[src/rtl/snake_pkg.sv]
// snake_pkg: types shared by the snake mover and the player-input FSM.
//   dir_t     - 2-bit direction code (left/right/up/down)
//   state_t   - mover FSM states
//   is_reverse- true when two directions point exactly opposite ways
package snake_pkg;

  typedef enum logic [1:0] {
    DIR_L = 2'b00,
    DIR_R = 2'b01,
    DIR_U = 2'b10,
    DIR_D = 2'b11
  } dir_t;

  typedef enum logic [1:0] {
    S_IDLE = 2'b00,
    S_RUN  = 2'b01,
    S_DEAD = 2'b10
  } state_t;

  // Opposite directions share the axis bit [1] and differ in the sign bit [0].
  function automatic logic is_reverse(dir_t a, dir_t b);
    return (a[1] == b[1]) && (a[0] != b[0]);
  endfunction

endpackage

[src/rtl/snake_mover_if.sv]
// snake_mover_if: control inputs and snake image outputs of the mover.
//   master: drives start/direction/grow, observes head, length, step, dead and segments
//   slave : the mover itself
interface snake_mover_if #(
  parameter int unsigned X_W     = 4,
  parameter int unsigned Y_W     = 4,
  parameter int unsigned MAX_LEN = 16
);
  localparam int unsigned LEN_W = $clog2(MAX_LEN + 1);

  logic                         start;
  logic [1:0]                   direction;
  logic                         grow;
  logic [X_W-1:0]               head_x;
  logic [Y_W-1:0]               head_y;
  logic [LEN_W-1:0]             length;
  logic                         step;
  logic                         dead;
  logic [MAX_LEN-1:0]           seg_valid;
  logic [MAX_LEN*(X_W+Y_W)-1:0] seg_xy;

  modport master (
    output start, direction, grow,
    input  head_x, head_y, length, step, dead, seg_valid, seg_xy
  );

  modport slave (
    input  start, direction, grow,
    output head_x, head_y, length, step, dead, seg_valid, seg_xy
  );

endinterface

[src/rtl/tick_gen.sv]
// tick_gen: move-pace divider. Counts 0..DIV-1 while enabled and pulses tick on the
// terminal count, wrapping to 0 the same cycle. Held at 0 when disabled or cleared.
//   clk, rst (async, active-low), en, clr -> tick
module tick_gen #(
  parameter int unsigned DIV = 4
) (
  input  logic clk,
  input  logic rst,
  input  logic en,
  input  logic clr,
  output logic tick
);
  localparam int unsigned CW = (DIV > 1) ? $clog2(DIV) : 1;

  logic [CW-1:0] cnt_q, cnt_d;

  assign tick = en && !clr && (cnt_q == CW'(DIV - 1));

  always_comb begin
    cnt_d = cnt_q;
    if (clr || !en || tick) begin
      cnt_d = '0;
    end else begin
      cnt_d = cnt_q + CW'(1);
    end
  end

  always_ff @(posedge clk or negedge rst) begin
    if (!rst) begin
      cnt_q <= '0;
    end else begin
      cnt_q <= cnt_d;
    end
  end

endmodule

[src/rtl/snake_mover.sv]
// snake_mover: steps the snake head one cell per divider tick in the latched direction,
// keeps the body as a shift buffer (seg 0 = head) and detects wall/self collision.
//   clk, rst (async, active-low)
//   bus.start/direction/grow in; bus.head_x/head_y/length/step/dead/seg_valid/seg_xy out
module snake_mover
  import snake_pkg::*;
#(
  parameter int unsigned GRID_W    = 16,
  parameter int unsigned GRID_H    = 12,
  parameter int unsigned X_W       = 4,
  parameter int unsigned Y_W       = 4,
  parameter int unsigned TICK_DIV  = 5_000_000,
  parameter int unsigned MAX_LEN   = 16,
  parameter int unsigned START_LEN = 3,
  parameter int unsigned WRAP      = 0
) (
  input logic          clk,
  input logic          rst,
  snake_mover_if.slave bus
);
  localparam int unsigned LEN_W = $clog2(MAX_LEN + 1);
  localparam int unsigned SEG_W = X_W + Y_W;

  state_t state_q, state_d;
  logic   run, load, tick, do_step, collide, oob, dead;

  dir_t dir_in, new_dir, cur_dir_q, cur_dir_d;

  logic [X_W-1:0]   seg_x_q [MAX_LEN];
  logic [X_W-1:0]   seg_x_d [MAX_LEN];
  logic [Y_W-1:0]   seg_y_q [MAX_LEN];
  logic [Y_W-1:0]   seg_y_d [MAX_LEN];
  logic [X_W-1:0]   nx;
  logic [Y_W-1:0]   ny;
  logic [LEN_W-1:0] length_q, length_d;
  logic             grow_pend_q, grow_pend_d;
  logic             step_q;
  logic [MAX_LEN-1:0] hit;

  tick_gen #(
    .DIV (TICK_DIV)
  ) u_tick (
    .clk  (clk),
    .rst  (rst),
    .en   (run),
    .clr  (load),
    .tick (tick)
  );

  // FSM: state register
  always_ff @(posedge clk or negedge rst) begin
    if (!rst) begin
      state_q <= S_IDLE;
    end else begin
      state_q <= state_d;
    end
  end

  // FSM: next state
  always_comb begin
    state_d = state_q;
    case (state_q)
      S_IDLE:  if (bus.start) state_d = S_RUN;
      S_RUN:   if (tick && collide) state_d = S_DEAD;
      S_DEAD:  if (bus.start) state_d = S_RUN;
      default: state_d = S_IDLE;
    endcase
  end

  // FSM: outputs / datapath enables
  always_comb begin
    run     = (state_q == S_RUN);
    dead    = (state_q == S_DEAD);
    load    = bus.start && ((state_q == S_IDLE) || (state_q == S_DEAD));
    do_step = run && tick && !collide;
  end

  // Direction latch: an exact reversal would fold the snake onto itself, so it is dropped.
  assign dir_in  = dir_t'(bus.direction);
  assign new_dir = is_reverse(dir_in, cur_dir_q) ? cur_dir_q : dir_in;

  // Candidate head position and edge handling
  always_comb begin
    nx  = seg_x_q[0];
    ny  = seg_y_q[0];
    oob = 1'b0;
    case (new_dir)
      DIR_L: begin
        if (seg_x_q[0] == '0) begin
          nx  = X_W'(GRID_W - 1);
          oob = (WRAP == 0);
        end else begin
          nx = seg_x_q[0] - X_W'(1);
        end
      end
      DIR_R: begin
        if (seg_x_q[0] == X_W'(GRID_W - 1)) begin
          nx  = '0;
          oob = (WRAP == 0);
        end else begin
          nx = seg_x_q[0] + X_W'(1);
        end
      end
      DIR_U: begin
        if (seg_y_q[0] == '0) begin
          ny  = Y_W'(GRID_H - 1);
          oob = (WRAP == 0);
        end else begin
          ny = seg_y_q[0] - Y_W'(1);
        end
      end
      default: begin
        if (seg_y_q[0] == Y_W'(GRID_H - 1)) begin
          ny  = '0;
          oob = (WRAP == 0);
        end else begin
          ny = seg_y_q[0] + Y_W'(1);
        end
      end
    endcase
  end

  // Per-segment self-collision compare and output packing. The tail vacates its cell on a
  // normal step, so it only counts as an obstacle when a grow keeps it in place.
  for (genvar i = 0; i < MAX_LEN; i++) begin : g_seg
    if (i == 0) begin : g_head
      assign hit[i] = 1'b0;
    end else begin : g_body
      logic in_body;
      assign in_body = (LEN_W'(i + 1) < length_q) ||
                       (grow_pend_q && (LEN_W'(i + 1) == length_q));
      assign hit[i]  = in_body && (seg_x_q[i] == nx) && (seg_y_q[i] == ny);
    end
    assign bus.seg_valid[i]              = (LEN_W'(i) < length_q);
    assign bus.seg_xy[i*SEG_W +: SEG_W]  = {seg_x_q[i], seg_y_q[i]};
  end

  assign collide = oob || (|hit);

  // Body shift buffer
  always_comb begin
    for (int i = 0; i < MAX_LEN; i++) begin
      seg_x_d[i] = seg_x_q[i];
      seg_y_d[i] = seg_y_q[i];
    end
    if (load) begin
      for (int i = 0; i < MAX_LEN; i++) begin
        seg_x_d[i] = X_W'(int'(GRID_W / 2) - i);
        seg_y_d[i] = Y_W'(GRID_H / 2);
      end
    end else if (do_step) begin
      seg_x_d[0] = nx;
      seg_y_d[0] = ny;
      for (int i = 1; i < MAX_LEN; i++) begin
        seg_x_d[i] = seg_x_q[i-1];
        seg_y_d[i] = seg_y_q[i-1];
      end
    end
  end

  // Length, pending grow and current direction
  always_comb begin
    length_d    = length_q;
    grow_pend_d = grow_pend_q;
    cur_dir_d   = cur_dir_q;
    if (load) begin
      length_d    = LEN_W'(START_LEN);
      grow_pend_d = 1'b0;
      cur_dir_d   = DIR_R;
    end else if (run) begin
      if (do_step) begin
        cur_dir_d = new_dir;
        // A grow landing in the step cycle is kept for the following step.
        grow_pend_d = bus.grow;
        if (grow_pend_q && (length_q < LEN_W'(MAX_LEN))) begin
          length_d = length_q + LEN_W'(1);
        end
      end else begin
        grow_pend_d = grow_pend_q | bus.grow;
      end
    end
  end

  always_ff @(posedge clk or negedge rst) begin
    if (!rst) begin
      for (int i = 0; i < MAX_LEN; i++) begin
        seg_x_q[i] <= X_W'(int'(GRID_W / 2) - i);
        seg_y_q[i] <= Y_W'(GRID_H / 2);
      end
      length_q    <= LEN_W'(START_LEN);
      grow_pend_q <= 1'b0;
      cur_dir_q   <= DIR_R;
      step_q      <= 1'b0;
    end else begin
      seg_x_q     <= seg_x_d;
      seg_y_q     <= seg_y_d;
      length_q    <= length_d;
      grow_pend_q <= grow_pend_d;
      cur_dir_q   <= cur_dir_d;
      step_q      <= do_step;
    end
  end

  assign bus.head_x = seg_x_q[0];
  assign bus.head_y = seg_y_q[0];
  assign bus.length = length_q;
  assign bus.step   = step_q;
  assign bus.dead   = dead;

endmodule

[src/flat_wrapper.sv]
// flat-port wrapper written by rule: the top's interface ports become plain ports
module snake_mover_flat import snake_pkg::*;
#(
  parameter int unsigned GRID_W    = 16,
  parameter int unsigned GRID_H    = 12,
  parameter int unsigned X_W       = 4,
  parameter int unsigned Y_W       = 4,
  parameter int unsigned TICK_DIV  = 5_000_000,
  parameter int unsigned MAX_LEN   = 16,
  parameter int unsigned START_LEN = 3,
  parameter int unsigned WRAP      = 0
)
  (clk, rst, bus_start, bus_direction, bus_grow, bus_head_x, bus_head_y, bus_length, bus_step, bus_dead, bus_seg_valid, bus_seg_xy);
  snake_mover_if #(.X_W(X_W), .Y_W(Y_W), .MAX_LEN(MAX_LEN)) bus_i ();
  input logic clk;
  input logic rst;
  input wire logic [$bits(bus_i.start)-1:0] bus_start;
  input wire logic [$bits(bus_i.direction)-1:0] bus_direction;
  input wire logic [$bits(bus_i.grow)-1:0] bus_grow;
  output wire logic [$bits(bus_i.head_x)-1:0] bus_head_x;
  output wire logic [$bits(bus_i.head_y)-1:0] bus_head_y;
  output wire logic [$bits(bus_i.length)-1:0] bus_length;
  output wire logic [$bits(bus_i.step)-1:0] bus_step;
  output wire logic [$bits(bus_i.dead)-1:0] bus_dead;
  output wire logic [$bits(bus_i.seg_valid)-1:0] bus_seg_valid;
  output wire logic [$bits(bus_i.seg_xy)-1:0] bus_seg_xy;
  assign bus_i.start = bus_start;
  assign bus_i.direction = bus_direction;
  assign bus_i.grow = bus_grow;
  assign bus_head_x = bus_i.head_x;
  assign bus_head_y = bus_i.head_y;
  assign bus_length = bus_i.length;
  assign bus_step = bus_i.step;
  assign bus_dead = bus_i.dead;
  assign bus_seg_valid = bus_i.seg_valid;
  assign bus_seg_xy = bus_i.seg_xy;
  snake_mover #(.GRID_W(GRID_W), .GRID_H(GRID_H), .X_W(X_W), .Y_W(Y_W), .TICK_DIV(TICK_DIV), .MAX_LEN(MAX_LEN), .START_LEN(START_LEN), .WRAP(WRAP)) u_core (.clk(clk), .rst(rst), .bus(bus_i));
endmodule
[config.mk]
export PLATFORM = sky130hd
export DESIGN_NAME = snake_mover_flat
export DESIGN_NICKNAME = d
export VERILOG_FILES = /design/src/rtl/snake_pkg.sv /design/src/rtl/snake_mover_if.sv /design/src/rtl/tick_gen.sv /design/src/rtl/snake_mover.sv /design/src/flat_wrapper.sv
export SDC_FILE = /design/constraint.sdc
export NUM_CORES = 1
export LEC_CHECK = 0
export BUFFER_PORTS_ARGS = -buffer_cell sky130_fd_sc_hd__buf_2
export CORE_MARGIN = 5
export CORE_UTILIZATION = 59
export DETAILED_ROUTE_END_ITERATION = 16
export PLACE_DENSITY_LB_ADDON = 0.05
export SKIP_CTS_REPAIR_TIMING = 1
export SLEW_MARGIN = 20
export SYNTH_ARGS = -nofsm -noshare
export SYNTH_HDL_FRONTEND = slang
export SYNTH_HIERARCHICAL = 1
export SYNTH_SLANG_ARGS = --single-unit
[constraint.sdc]
create_clock -name clk -period 5.6 [get_ports clk]
set_clock_uncertainty 0.2 [all_clocks]
set_input_delay 0.28 -clock clk [delete_from_list [all_inputs] [get_ports clk]]
set_output_delay 0.28 -clock clk [all_outputs]
set_load 0.01 [all_outputs]
### Word level (Yosys, flattened, before mapping)

Index checks and enable logic that the tools add are counted.

* register bits: 162
* input bits: 6
* output and inout port bits: 159

* add/sub/neg operators: 6
* $lt $le $gt $ge: 18
* eq/ne operators: 56
* multiplexer cells: 30
* bitwise gates (word level): 1
* reductions and logical operators: 88

Operator list (count)
* $mux 64: 4
* $eq 4x4->1: 30
* $logic_and 1x1->1: 53
* $eq 4x5->1 const A: 8
* $lt 4x5->1 const A: 8
* $add 23x1->23 const B: 1
* $eq 23x23->1 const B: 1
* $mux 23: 1
* $eq 3x5->1 const A: 4
* $lt 3x5->1 const A: 4
* $mux 5: 4
* $logic_or 1x1->1: 19
* $mux 4: 4
* $pmux 4 s2: 2
* $reduce_or 15->1: 1
* $mux 2: 6
* $eq 2x5->1 const A: 2
* $lt 1x5->1 const A: 2
* $lt 2x5->1 const A: 2
* $add 4x1->4 const B: 2
* $eq 4x4->1 const B: 2
* $logic_not 4->1: 2
* $sub 4x1->4 const B: 2
* $mux 1: 7
* other kinds (18): 28

### Longest topological paths before layout

* depth in word-level cells: 15
* depth in mapped cells: 18
* depth with buffers taken out: 12

### Cells and area by module

Netlist, hierarchy kept.

By module, submodules not included
* snake_mover: times used 1, cells each 1153, area each 9784.4 um2, sequential area each 3562.2 um2
* tick_gen: times used 1, cells each 135, area each 1332.5 um2, sequential area each 575.6 um2

### Worst setup path after synthesis

No wires, ideal clock.

* path kind: reg2reg
* from: reg u_core.seg_y_q, in the netlist u_core/bus.head_y[1]
* to: reg u_core.seg_x_q, in the netlist u_core/bus.head_x[3]
* library setup time: 0.085 ns
* arrival time: 3.815 ns
* data required time: 5.315 ns
* setup slack: 1.500 ns
* stages on the path, launching flop included: 17
* path buffers: 4
* cells stage by stage: dfstp_2 -> clkbuf_1 -> inv_1 -> ha_1 -> and2_1 -> mux2_2 -> clkbuf_1 -> nor2_1 -> xnor2_1 -> o2111ai_1 -> nor3_1 -> a311oi_2 -> nand4_2 -> nor3_4 -> buf_6 -> buf_6 -> mux2_1

* cells in the longest elaborated chain, start to end: 10
* elaborated cells on any way between the ends: 45
* classes of those cells: 2 x add/sub; 16 x eq/ne; 6 x mux; 21 x reduce/logical

Ends and longest elaborated chain
* from (decl): line snake_mover.sv:31 `logic [Y_W-1:0] seg_y_q [MAX_LEN];`
* from (signal, indexed assignment): line snake_mover.sv:188 `seg_y_q[i] <= Y_W'(GRID_H / 2);`
* from (signal assigned): line snake_mover.sv:196 `seg_y_q <= seg_y_d;`
* $add 4x1->4 (tied with other cells): line snake_mover.sv:117 `ny = seg_y_q[0] + Y_W'(1);`
* $mux 4, on equally long branches: line snake_mover.sv:113, snake_mover.sv:105
* $pmux 4 s2: line snake_mover.sv:87 `case (new_dir)`
* $eq 4x4->1: line snake_mover.sv:132 `assign hit[i] = in_body && (seg_x_q[i] == nx) && (seg_y_q[i] == ny);`
* $logic_and 1x1->1: line snake_mover.sv:132
* $reduce_or 15->1: line snake_mover.sv:138 `assign collide = oob || (|hit);`
* $logic_or 1x1->1 *: line snake_mover.sv:138
* $logic_not 1->1 *: line snake_mover.sv:75 `do_step = run && tick && !collide;`
* $logic_and 1x1->1 *: line snake_mover.sv:75
* $reduce_bool 2->1 (no source line) *
* to (signal, indexed assignment): line snake_mover.sv:187 `seg_x_q[i] <= X_W'(int'(GRID_W / 2) - i);`
* to (signal assigned): line snake_mover.sv:195 `seg_x_q <= seg_x_d;`
* to (decl): line snake_mover.sv:29 `logic [X_W-1:0] seg_x_q [MAX_LEN];`

Every way passes the cells marked *; elsewhere a longest branch is shown, timed or not.
A chain may end at the register's enable or synchronous reset.

### Worst setup path in the final report

* from: reg u_core.seg_x_q, in the netlist u_core/bus.head_x[0]
* to: reg u_core.seg_x_q, in the netlist u_core/bus.seg_xy[79]

* cells in the longest elaborated chain, start to end: 11
* elaborated cells on any way between the ends: 60
* classes of those cells: 2 x add/sub; 16 x eq/ne; 6 x mux; 36 x reduce/logical

Ends and longest elaborated chain
* $add 4x1->4 (tied with other cells): line snake_mover.sv:101 `nx = seg_x_q[0] + X_W'(1);`
* $mux 4, on equally long branches: line snake_mover.sv:97, snake_mover.sv:89
* $pmux 4 s2: line snake_mover.sv:87
* $eq 4x4->1: line snake_mover.sv:132
* $logic_and 1x1->1 (2 in a row): line snake_mover.sv:132
* $reduce_or 15->1: line snake_mover.sv:138
* $logic_or 1x1->1 *: line snake_mover.sv:138
* $logic_not 1->1 *: line snake_mover.sv:75
* $logic_and 1x1->1 *: line snake_mover.sv:75
* $reduce_bool 2->1 (no source line) *

Marked as above.

==> qor.yml <==
critical_path:
  cp_slowest_cell: "or2_1"
  r2r-end: "u_core/bus.seg_xy[79]"
  crit_required_ns: 5.76
  worstSetupPathType: "flip-flop to flip-flop"
  cp_max_fo: 125
  path_cells: "inv_1, ha_1, nor2b_1, mux2_2, or2_1, xor2_1, o21ai_0, a221oi_1, a311oi_2, nand4_2, nor3_4, buf_12, mux2_1"
  r2r-start: "u_core/bus.head_x[0]"
  r2r_cells: 13
  critPathTopFamily: "simple AND/OR/NAND/NOR gates"
  rrSetupSlack_ns: 0.60
  cp_slowest_stage_delay_ns: 0.53
  path_depth: 13
  startpoint: "u_core/bus.head_x[0]"
  crit_arrival_ns: 5.16
  crit_path_end_kind: "flip-flop"
  crit_path_start_kind: "flip-flop"
  crit_buf_inv: 2
yosys:
  seq_area_frac_synth_pct: 37.22
  postSynthCellCount: 1288
  yosys.area.top_type: "dfrtp_1"
  synth_edf_count: 0
  ys_warn_count: 6
  synth.avg_cell_area_sq_um: 8.631
  synth_cell_type_count: 92
  synth_top_area_share_pct: 21.38
  ys_async_sr_fraction_pct: 100.0
  synthTopCellsByArea: "dfrtp_1 (21%), dfstp_2 (16%), nand4_1 (6.1%)"
  ys_ff_latch: 162
  synth_ff_type: "dfrtp_1"
  synth_nets: 1302
  synth_common_cells: "o21ai_0 (130), nand2_1 (124), nor2_1 (119), nand4_1 (109), dfrtp_1 (95)"
  syn_area_sq_um: 11120
  post-synth-top-count-cell: "o21ai_0"
floorplan:
  start_util_pct: 59.63
  die_h_um: 147.3
  die-area_sq_um: 21690
  ios: 165
  coreArea_sq_um: 18640
  rows: 50
  die_w_um: 147.3
clock_network:
  cts-root-buf: "clkbuf_16"
  clockBufferDepth: 2
  htreeDepth: 4
  clk_latency_ns: 0.45
  cts_inserted_buffers: 17
  clock_sinks: 162
  cts_tree: "yes"
  clk_pin_slew_ns: 0.07
detailed_routing:
  dr_total_vias: 10950
  drt_iter0_markers: 1508
  wl_um: 39360
  drtPass1Iterations: 6
  ant_nets: 0
  wl_per_cell_um: 24.19
  viasPerCell: 6.731
  drc: 0
cells_and_area:
  finalNetCount: 1394
  diodes: 0
  area_delta_synth_final_pct: 12.65
  layout-drive-gt1-share_pct: 23.76
timing:
  tightest_slew_ns: 0.9300
  rsz0062_at_grt: "no"
  min_period_ns: 4.997
  fin_crit_sh_pct: 89.24
  drv_slew: 0
  slew_headroom_pct: 38.00
  whs_ns: 0.09731
  fmax_mhz: 200.1
  setup_tns_ns: 0
  final-setup-viol-count: 0
  hold_violations: 0
pwr:
  leakagePower_nw: 5.229
  p_per_area_nw_per_um2: 226.0
  ir_worst_vdd_mv: 0.2248
place:
  io_buffers: 164
  gp_congestion: 1.041
  hpwl_um: 26840
global_route:
  grt_max_degree: 126
  grtUsageTotal_pct: 35.84
  overflow: 0
  antenna_found_initial: 1
  grt_pass1_wl_um: 61300
  grt_pass1_vias: 10140
run:
  cap_viol_max_count: 0
run_status:
  status: "complete, no violations"
hold_path:
  hold_class: "input pin to async pin"
[power breakdown]
| part | switching, W | internal, W | total, W |
|---|---|---|---|
| combinational | 0.000191 | 0.000107 | 0.000298 |
| sequential | 0.0000543 | 0.00121 | 0.00127 |
| clock | 0.000569 | 0.000696 | 0.00126 |
| total | 0.000814 | 0.00202 | 0.00283 |
[layout make-up]
| type | instances | area (sq um) |
|---|---|---|
| repair buffers | 197 | 1095 |
| clock buffers | 18 | 439.2 |
| inverters | 34 | 127.6 |
| well taps | 234 | 292.8 |
| multi-input cells | 968 | 6240 |
| fillers | 1597 | 6120 |
| flip-flops and latches | 162 | 4138 |
| clock inverters | 14 | 191.4 |
[through the flow]
step,area (sq um),power [W],setup WS [ns],std cells,utilization (%)
detailed placement,11860,0.001574,0.7726,1592,63.63
CTS,12490,0.002828,0.7086,1624,67.01
global placement,11860,0.001571,0.8165,1592,63.63
finish,12520,0.002830,0.6028,1627,67.17
floorplan,11120,0.001445,1.500,1288,-
global route,12520,0.002921,0.4720,1627,67.17
[state kept, by name, summed over array words and instances (netlist names), 2 cells and up]
name	flops
u_core/bus.seg_xy	120
u_core/bus.head_y	4
u_core/state_q	2
u_core/cur_dir_q	2
u_core/bus.length	5
u_core/bus.head_x	4
u_core/u_tick/cnt_q	23
[logic make-up after synthesis]
family	count (synthesis)	share of synthesized area [%]
AO/OA/AOI/OAI	295	17.05
flip-flops	162	37.22
XOR/XNOR	115	9.128
multiplexers	69	6.674
buffers and inverters	158	6.742
AND/OR/NAND/NOR	481	22.28
adder cells (fa/ha/maj)	8	0.9004
[worst max path at each step]
stage	to	slack, ns
6_report	u_core/bus.seg_xy[79]	0.60
3_5_place_dp	u_core/bus.seg_xy[79]	0.77
2_1_floorplan	u_core/bus.head_x[3]	1.50
5_1_grt	u_core/bus.seg_xy[79]	0.47
3_3_place_gp	u_core/bus.seg_xy[79]	0.82
4_1_cts	u_core/bus.seg_xy[79]	0.71
[cells in the final DEF, fill, tap and decap left out, types with 12 or more instances in the layout]
cell type / netlist / layout
a21oi_1: 29 / 29
buf_2: 22 / 163
buf_4: 16 / 29
clkbuf_16: 0 / 17
dfrtp_1: 95 / 95
dfstp_2: 67 / 67
inv_1: 32 / 32
mux2i_1: 51 / 51
nand2_1: 124 / 124
nand3_1: 20 / 20
nand4_1: 109 / 109
nor2_1: 119 / 119
nor2b_1: 12 / 12
nor3_1: 26 / 26
o21ai_0: 130 / 130
xnor2_1: 67 / 67
xor2_1: 47 / 47
[layer usage]
metal,track usage [%],share of wire (%),up-vias
li1,-,-,4842
met1,52.72,41,5273
met2,52.56,45,739
met3,7.187,11,97
met4,13.00,3.4,0
met5,0,0,-
[worst register-to-register path, stage by stage (launching register included)]
cell and delay [ns]:
dfrtp_1 0.50, inv_1 0.17, ha_1 0.35, nor2b_1 0.14
mux2_2 0.42, or2_1 0.54, xor2_1 0.27, o21ai_0 0.12
a221oi_1 0.11, a311oi_2 0.38, nand4_2 0.30, nor3_4 0.45
buf_12 0.48, mux2_1 0.49
(Power assumes the default switching activity.)
